File: config.mk
export PLATFORM = sky130hd
export DESIGN_NAME = lcd_capture
export DESIGN_NICKNAME = d
export VERILOG_FILES = /design/src/rtl/lcd_capture.sv
export SDC_FILE = /design/constraint.sdc
export NUM_CORES = 1
export LEC_CHECK = 0
export CAP_MARGIN = 20
export CORE_ASPECT_RATIO = 1.4
export CORE_MARGIN = 1
export CORE_UTILIZATION = 50
export CTS_BUF_LIST = sky130_fd_sc_hd__clkbuf_4 sky130_fd_sc_hd__clkbuf_8
export DETAILED_ROUTE_END_ITERATION = 7
export GPL_ROUTABILITY_DRIVEN = 0
export PLACE_DENSITY = 0.76
export SLEW_MARGIN = 20
export SYNTH_ARGS = -nofsm -noshare
export SYNTH_HDL_FRONTEND = slang
export SYNTH_SLANG_ARGS = --single-unit
File: constraint.sdc
create_clock -name i_clk -period 4.1 [get_ports i_clk]
set_input_delay 0.615 -clock i_clk [delete_from_list [all_inputs] [get_ports i_clk]]
set_output_delay 0.615 -clock i_clk [all_outputs]
set_load 0.005 [all_outputs]
File: src/rtl/lcd_capture.sv
// lcd_capture: oversamples an already-synchronized LCD parallel interface in the
// system clock domain, tracks line/pixel position from the sync pulses and
// emits one frame-buffer write per active pixel, plus frame and error pulses.
module lcd_capture #(
    parameter int DATA_WIDTH = 16,
    parameter int X_WIDTH    = 10,
    parameter int Y_WIDTH    = 9,
    parameter int H_START    = 40,
    parameter int H_ACTIVE   = 480,
    parameter int V_START    = 8,
    parameter int V_ACTIVE   = 272
) (
    input  logic                  i_clk,
    input  logic                  i_rst_n,
    input  logic                  i_lcd_pclk,
    input  logic                  i_lcd_hsync_n,
    input  logic                  i_lcd_vsync_n,
    input  logic [DATA_WIDTH-1:0] i_lcd_data,
    output logic                  o_wr_en,
    output logic [X_WIDTH-1:0]    o_wr_x,
    output logic [Y_WIDTH-1:0]    o_wr_y,
    output logic [DATA_WIDTH-1:0] o_wr_data,
    output logic                  o_frame_start,
    output logic                  o_frame_done,
    output logic                  o_err
);

    // Counters carry two guard bits so a runaway line or frame saturates well
    // past the active window instead of wrapping back into it.
    localparam int PW = X_WIDTH + 2;
    localparam int LW = Y_WIDTH + 2;

    localparam logic [PW-1:0] PIX_FIRST  = PW'(H_START);
    localparam logic [PW-1:0] PIX_LAST   = PW'(H_START + H_ACTIVE - 1);
    localparam logic [LW-1:0] LINE_FIRST = LW'(V_START);
    localparam logic [LW-1:0] LINE_END   = LW'(V_START + V_ACTIVE);
    localparam logic [LW-1:0] LINE_LAST  = LW'(V_START + V_ACTIVE - 1);

    typedef enum logic [1:0] {
        S_WAIT_VS = 2'd0,
        S_VBLANK  = 2'd1,
        S_HBLANK  = 2'd2,
        S_ACTIVE  = 2'd3
    } state_t;

    state_t                  state_q, state_d;
    logic                    pclk_q, pclk_d;
    logic                    hs_q, hs_d;
    logic                    vs_q, vs_d;
    logic [PW-1:0]           pix_cnt_q, pix_cnt_d, pix_next;
    logic [LW-1:0]           line_cnt_q, line_cnt_d, line_next;
    logic                    wr_en_q, wr_en_d;
    logic [X_WIDTH-1:0]      wr_x_q, wr_x_d;
    logic [Y_WIDTH-1:0]      wr_y_q, wr_y_d;
    logic [DATA_WIDTH-1:0]   wr_data_q, wr_data_d;
    logic                    frame_start_q, frame_start_d;
    logic                    frame_done_q, frame_done_d;
    logic                    err_q, err_d;

    logic rise, hs_fall, vs_fall, hs_take, line_active, take_pixel;

    // Detect pixel-clock rises and qualify sync falls; sync lines are only
    // resampled on a rise so their history follows the pixel clock.
    always_comb begin
        rise    = i_lcd_pclk & ~pclk_q;
        hs_fall = rise & hs_q & ~i_lcd_hsync_n;
        vs_fall = rise & vs_q & ~i_lcd_vsync_n;
        hs_take = hs_fall & ~vs_fall;
        pclk_d  = i_lcd_pclk;
        hs_d    = rise ? i_lcd_hsync_n : hs_q;
        vs_d    = rise ? i_lcd_vsync_n : vs_q;
    end

    // Saturating position counters; pix_next/line_next are the values that
    // belong to the current rise, so pixel decisions use them directly.
    always_comb begin
        if (hs_take)
            pix_next = '0;
        else if (pix_cnt_q == '1)
            pix_next = pix_cnt_q;
        else
            pix_next = pix_cnt_q + PW'(1);

        if (vs_fall)
            line_next = '0;
        else if (hs_take && (line_cnt_q != '1))
            line_next = line_cnt_q + LW'(1);
        else
            line_next = line_cnt_q;

        pix_cnt_d   = rise ? pix_next  : pix_cnt_q;
        line_cnt_d  = rise ? line_next : line_cnt_q;
        line_active = (line_next >= LINE_FIRST) && (line_next < LINE_END);
    end

    // Capture FSM: next state, write strobe and frame/error pulses, all
    // evaluated only on a pixel-clock rise.
    always_comb begin
        state_d       = state_q;
        take_pixel    = 1'b0;
        wr_en_d       = 1'b0;
        wr_x_d        = wr_x_q;
        wr_y_d        = wr_y_q;
        wr_data_d     = wr_data_q;
        frame_start_d = 1'b0;
        frame_done_d  = 1'b0;
        err_d         = 1'b0;

        if (rise) begin
            if (vs_fall) begin
                state_d       = S_VBLANK;
                frame_start_d = 1'b1;
                err_d         = (state_q != S_WAIT_VS);
            end else begin
                case (state_q)
                    S_WAIT_VS: begin
                        state_d = S_WAIT_VS;
                    end
                    S_VBLANK, S_HBLANK, S_ACTIVE: begin
                        if (hs_take) begin
                            err_d = (state_q == S_ACTIVE);
                            if (!line_active)
                                state_d = S_VBLANK;
                            else if (H_START == 0)
                                take_pixel = 1'b1;
                            else
                                state_d = S_HBLANK;
                        end else if (state_q == S_ACTIVE) begin
                            take_pixel = 1'b1;
                        end else if ((state_q == S_HBLANK) && (pix_next == PIX_FIRST)) begin
                            take_pixel = 1'b1;
                        end
                    end
                    default: begin
                        state_d = S_WAIT_VS;
                    end
                endcase

                if (take_pixel) begin
                    wr_en_d   = 1'b1;
                    wr_x_d    = X_WIDTH'(pix_next - PIX_FIRST);
                    wr_y_d    = Y_WIDTH'(line_next - LINE_FIRST);
                    wr_data_d = i_lcd_data;
                    if (pix_next == PIX_LAST) begin
                        if (line_next == LINE_LAST) begin
                            state_d      = S_WAIT_VS;
                            frame_done_d = 1'b1;
                        end else begin
                            state_d = S_VBLANK;
                        end
                    end else begin
                        state_d = S_ACTIVE;
                    end
                end
            end
        end
    end

    // State and output registers; reset aborts any line or frame in progress.
    always_ff @(posedge i_clk or negedge i_rst_n) begin
        if (!i_rst_n) begin
            state_q       <= S_WAIT_VS;
            pclk_q        <= 1'b0;
            hs_q          <= 1'b1;
            vs_q          <= 1'b1;
            pix_cnt_q     <= '0;
            line_cnt_q    <= '0;
            wr_en_q       <= 1'b0;
            wr_x_q        <= '0;
            wr_y_q        <= '0;
            wr_data_q     <= '0;
            frame_start_q <= 1'b0;
            frame_done_q  <= 1'b0;
            err_q         <= 1'b0;
        end else begin
            state_q       <= state_d;
            pclk_q        <= pclk_d;
            hs_q          <= hs_d;
            vs_q          <= vs_d;
            pix_cnt_q     <= pix_cnt_d;
            line_cnt_q    <= line_cnt_d;
            wr_en_q       <= wr_en_d;
            wr_x_q        <= wr_x_d;
            wr_y_q        <= wr_y_d;
            wr_data_q     <= wr_data_d;
            frame_start_q <= frame_start_d;
            frame_done_q  <= frame_done_d;
            err_q         <= err_d;
        end
    end

    assign o_wr_en       = wr_en_q;
    assign o_wr_x        = wr_x_q;
    assign o_wr_y        = wr_y_q;
    assign o_wr_data     = wr_data_q;
    assign o_frame_start = frame_start_q;
    assign o_frame_done  = frame_done_q;
    assign o_err         = err_q;

endmodule

==> summary.txt <==
Layout cells sized above 1 -> 9.657%
Core area -> 6937 um2
Die Height -> 101.9 um
Synthesized area -> 3562 um2
Slew Limit Fails -> 0
Remaining global-route overflow -> 0
Status -> finished, final reports clean
Reg2Reg Depth -> 11
Post-cts resize count -> 0
Minimum clock period -> 3.550 ns
Die X -> 73.34 um
Slowest Stage Delay on Critical Path -> 0.50 ns
Worst setup path start -> i_lcd_pclk
Clock Skews -> 0.01121 ns
Min-Delay Path Class -> in -> async
MaxCap Viol Count -> 0
Area leader, netlist -> dfrtp_1
DPL Wire Length -> 6.412 mm
H-tree levels -> 3
Largest cells by area after synthesis -> dfrtp_1, nand2_1, o21ai_0
Flops & latches, synth -> 67
Slowest cell on crit path -> or3_4
Antenna-violating nets left -> 0
Clock sinks -> 67
EDFF count, synth -> 0
Initial antenna violation count -> 0
First-pass GRT wire length -> 14.05 mm
CP Capture Point -> state_q[0]
Fin nets -> 488
Vias in the first global route -> 2976
Wire per inst -> 15.44 um
M1 WL -> 3.567 mm
Crit path cell chain -> clkdlybuf4s50_1 -> nor2b_4 -> nand3b_4 -> inv_4 -> or3_4 -> nor4b_1 -> xnor2_1 -> or2_1 -> inv_2 -> ha_1 -> o21ai_0 -> a311oi_1 -> o32a_1
FF-to-FF Start -> line_cnt_q[0]
Number of distinct library cells after synthesis -> 60
Fin util -> 63.55%
Worst-Margin Slew -> 0.5821 ns
Fin Setup TNS -> 0 ns
Register area share after synthesis -> 47.14%
CP Max Fanout -> 20
R2r setup slk -> 0.80 ns
PortBufs -> 59
Final number of hold-violating endpoints -> 0
Top FF cell, synth -> dfrtp_1
CP Buf/Inv Count -> 3
Post-placement setup slack -> 0.1742 ns
Post-CTS Setup Inserts -> 0
Slew headroom -> 61.19%
Vias per cell -> 5.635
PwrDens -> 536.5 nW/um2
Setup ws final -> 0.5500 ns
Worst-path clk slew -> 0.07 ns
Setup CP Type -> in -> reg
TritonCTS buffer count -> 9
# fillers -> 622
Synth top area share -> 45.66%
Reg2reg end -> state_q[0]
Dpl cell area -> 4245 um2
RSZ-0062 raised after global routing -> no
Worst path depth -> 13
Cells after Synth -> 403
Delay-heaviest family, CP -> simple AND/OR/NAND/NOR gates
Post-CTS Hold Buffers -> 0
Post-route DRC -> 0
Top layer in use -> met4
# rows -> 36
Total GRT Usage -> 24.93%
Most common cell after layout, fill and taps aside -> nand2_1
CTS Root Cell -> clkbuf_8
Final Setup Violations -> 0
Yosys warns -> 0
Largest net degree at the start of global routing -> 49
1st-iter DRT viols -> 170
Clk buf depth -> 2
Post-layout instance area -> 4408 um2
Met3 wire len -> 328 um
TritonCTS clock tree -> done
Crit path required time -> 4.33 ns
Lkg Pwr -> 1.971 nW
IO Count -> 60
Worst Hold Slack -> 0.2510 ns
Fmax -> 281.7 MHz
Via Count -> 3161
Synth-to-layout area growth -> 23.74%
Crit. End Element -> flip-flop
WL final -> 8.660 mm
Drt first pass iters -> 5
Initial Utilization -> 51.35%
Async SR Flop Fraction -> 100.0%
Most frequent cells in the layout -> nand2_1, dfrtp_1, clkdlybuf4s50_1, o21ai_0, nor2_1
Avg Cell Area, Syn -> 8.839 um2
Post-Syn Nets -> 429
Die area -> 7471 um2
Diode count -> 0
Insertion delay to the later sink of the worst-skew pair -> 0.35 ns
Max IR drop VDD -> 331.9 uV
Period utilization -> 86.58%
Startpoint types -> input pin
Wire length on met2 -> 4.494 mm
WP data arrival -> 3.78 ns
[cells by family (layout without fill, tap and decap cells)]
kind of cell,Yosys count,in the layout,share of synthesized area [%]
and+or+nand+nor,200,200,27.36
AOI/OAI and AO/OA,74,74,13.87
DFF,67,67,47.14
buffers and inverters,35,98,4.355
xor gates and xnor gates,20,20,4.918
adders and majority gates,5,5,1.756
muxes,2,2,0.5971
[state kept, by name, summed over array words and instances, names as in the netlist, 2 cells and up]
| signal | cells |
|---|---|
| o_wr_data | 16 |
| pix_cnt_q | 12 |
| line_cnt_q | 11 |
| state_q | 2 |
| o_wr_x | 10 |
| o_wr_y | 9 |
[final cells by class]
cell class              count  area, um2  share of cell area [%]
clock buffers              10      131.4                   2.980
clock inverters             5      31.28                  0.7096
inverters                  13      51.30                   1.164
multi-input cells         301       1728                   39.20
flip-flops and latches     67       1679                   38.09
well taps                  95      118.9                   2.697
repair buffers             70      668.1                   15.16
[where the power goes]
group          internal [W]  switching (W)  total [W]
clock              0.000220       0.000256   0.000476
combinational      0.000478       0.000371   0.000848
sequential         0.000871       0.000169    0.00104
[through the flow]
stage               power [W]  instances
finish               0.002365        561
global route         0.002521        561
CTS                  0.002391        561
detailed placement   0.001908        546
global placement     0.001878        546
floorplan            0.001414        403
[metal layers]
| metal | track usage [%] | up-vias |
|---|---|---|
| met2 | 41.95 | 108 |
| li1 | - | 1514 |
| met3 | 5.227 | 24 |
| met4 | 12.87 | 0 |
| met1 | 29.92 | 1515 |
| met5 | 0 | - |
[synthesized netlist by cell type (all sizes together) (6+ instances only)]
library cell / n
xor2: 8
inv: 13
a31oi: 10
nand2: 105
o21ai: 32
nor2: 20
or3: 6
dfrtp: 65
nand3: 14
nand4: 7
clkbuf: 14
buf: 8
nor4: 10
xnor2: 12
nor3: 13
a21oi: 6
[worst reg2reg max path, cell delays in order, from the launching register on]
cell	delay, ns
dfrtp_1	0.49
ha_1	0.40
nand4_1	0.19
nor3_2	0.39
nor3_2	0.12
xnor2_1	0.20
or2_0	0.28
ha_1	0.26
nand2b_1	0.07
a311o_1	0.31
a311oi_1	0.33
o32a_1	0.20
[worst min-delay path by stage]
stage | start | end | slack [ns] | cells past startpoint
3_3_place_gp | hs_q | hs_q | 0.45 | 2
3_5_place_dp | hs_q | hs_q | 0.46 | 2
6_report | i_rst_n | pix_cnt_q[10] | 0.25 | 1
5_1_grt | i_rst_n | line_cnt_q[2] | 0.29 | 1
4_1_cts | i_rst_n | pix_cnt_q[10] | 0.25 | 1
2_1_floorplan | i_rst_n | line_cnt_q[0] | 0.32 | 0
Note: power is estimated with default switching activity, not from simulation.
==> edit: new RTL, same flow settings <==
The output `o_frame_start` loses its register stage (`frame_start_q` becomes a continuous assignment).
--- a/src/rtl/lcd_capture.sv
+++ b/src/rtl/lcd_capture.sv
@@ -169,7 +169,6 @@
             wr_x_q        <= '0;
             wr_y_q        <= '0;
             wr_data_q     <= '0;
-            frame_start_q <= 1'b0;
             frame_done_q  <= 1'b0;
             err_q         <= 1'b0;
         end else begin
@@ -183,11 +182,12 @@
             wr_x_q        <= wr_x_d;
             wr_y_q        <= wr_y_d;
             wr_data_q     <= wr_data_d;
-            frame_start_q <= frame_start_d;
             frame_done_q  <= frame_done_d;
             err_q         <= err_d;
         end
     end
+
+    assign frame_start_q = frame_start_d;
 
     assign o_wr_en       = wr_en_q;
     assign o_wr_x        = wr_x_q;
Formal check against the unedited RTL: not equivalent (a bounded check fails within 4 cycles, from zero or initial values and one cycle with i_rst_n low).
==> edit against the unedited design <==
  * Power is 4.5% higher
  * Utilization rose by 2.2 points
  * Synthesized cell count is 0.25% lower
  * Setup slack better by 6.5 ps
  * Hold slack gained 28 ps
  * Sequential cell count is 1 lower
  * Wire length up 2.4%
  * Synthesized area down 0.70%
  * Count of clock-buffer cells in the layout is 1 lower
  * Design area unchanged
  * First-iteration DRC count increased by 13%
  * Critical path depth is the same
  * Critical path type unchanged
  * Largest cell class unchanged
  * Largest power group unchanged
  * Highest routed layer unchanged
==> edit: results (changes against the unedited design) <==
status: "finished clean"
ant_nets: 0  # unchanged
skew_ps: 14.2  # +3.02 ps
clk_path_buf_depth: 2  # unchanged
stdcell_count: 556  # -0.89%
first_pass_iters: 4  # -1
yosys_warnings: 0  # unchanged
dp_hpwl_um: 6390  # -0.36%
vias: 3149  # -0.38%
grt_pass1_vias: 2933  # -1.4%
place_area_mm2: 0.00420  # -1.0%
vdd_drop_max_v: 0.000328  # -1.1%
synth_async_sr_flop_share_pct: 100  # unchanged
reg2reg_slack_ps: 720  # -80 ps
wl_met1_um: 3550  # -0.39%
synth_common_cells: "105 x nand2_1, 64 x dfrtp_1, 29 x o21ai_0"
leakagePower_nw: 1.96  # -0.50%
grtUsageTotal_pct: 25.9  # +1.0 points
dr_wl_met2_um: 4650  # +3.4%
syn_nets: 428  # -0.23%
dp_slack_ps: 208  # +33.8 ps
r2r_end: "state_q[0]"
grt_pass1_wl_um: 14500  # +3.2%
drtIter0Drc: 192  # +13%
port_buffers: 59  # unchanged
met3_length_um: 397  # +21%
synthTopCellsByArea: "dfrtp_1 45%, nand2_1 11%, o21ai_0 4.1%, xnor2_1 3.0%, nor2_1 2.1%"
wire_per_inst_um: 15.9  # +3.3%
netlist_instances: 402  # -0.25%
synth_seq_area_share_pct: 46.8  # -0.37 points
top_layer_used: "met4"
dp_cells: 540  # -1.1%
nNetsFinal: 485  # -0.61%
drive_gt1_share_pct: 9.48  # -0.17 points
cts-buffers-inserted: 9  # unchanged
fill_cells: 562  # -9.6%
worstMarginPinSlew_ps: 642  # +59.6 ps
critPathArrivalTime_ps: 3770  # about the same
r2r_cells: 11  # unchanged
clkTransAtPathRegs_ps: 90  # +20 ps
grt_max_degree: 49  # unchanged
largest_register_ffs: 16  # unchanged
-- edit: changes by cell type after synthesis, sizes merged --
cell	change
dfrtp	-1
-- edit: through the flow --
stage	hold slack, ps	power (mW)	util (%)
floorplan	319	1.40	-
CTS	274	2.49	65.8
global placement	447	1.87	62.7
global route	316	2.62	65.8
detailed placement	456	1.90	62.7
finish	279	2.47	65.8
-- edit: worst max path at each step --
stage / from / end / slack, ps / depth (start not counted)
detailed placement: i_lcd_pclk / state_q[0] / 210 / 13
global route: i_lcd_pclk / state_q[0] / 400 / 13
global placement: i_lcd_pclk / state_q[0] / 290 / 13
finish: i_lcd_pclk / state_q[0] / 560 / 13
floorplan: i_lcd_pclk / state_q[0] / 1100 / 14
CTS: i_lcd_pclk / state_q[0] / 580 / 13
-- edit: routing by layer --
layer / vias up / GRT usage [%]
li1: 1515 / -
met1: 1490 / 32.2
met2: 117 / 42.9
met3: 27 / 5.77
met4: 0 / 11.5
met5: - / 0
-- edit: final cells by class --
class,count,share of cell area [%]
clock buffers,9,2.81
clock inverters,7,1.87
inverters,13,1.16
multi-input cells,301,39.2
flip-flops and latches,66,37.5
well taps,92,2.61
repair buffers,68,14.8
-- edit: critical path: stages --
cell and delay [ps]:
clkdlybuf4s50_1 440, nor2b_4 150, nand3b_4 130, inv_4 50, or3_4 480, nor4b_1 430, xnor2_1 160, or2_1 190
inv_2 80, ha_1 190, o21ai_0 310, a311oi_1 160, o32a_1 360
-- edit: power by group --
part,internal [mW],total [mW],switching (mW)
clock,0.291,0.580,0.289
combinational,0.479,0.855,0.377
sequential,0.860,1.04,0.176
-- edit: cell families after synthesis --
logic type	Yosys count	synth area share, %
AND/OR/NAND/NOR	200	27.6
XOR/XNOR	20	4.95
AO/OA/AOI/OAI	74	14.0
buffers and inverters	35	4.39
adder cells (fa/ha/maj)	5	1.77
flip-flops	66	46.8
multiplexers	2	0.601
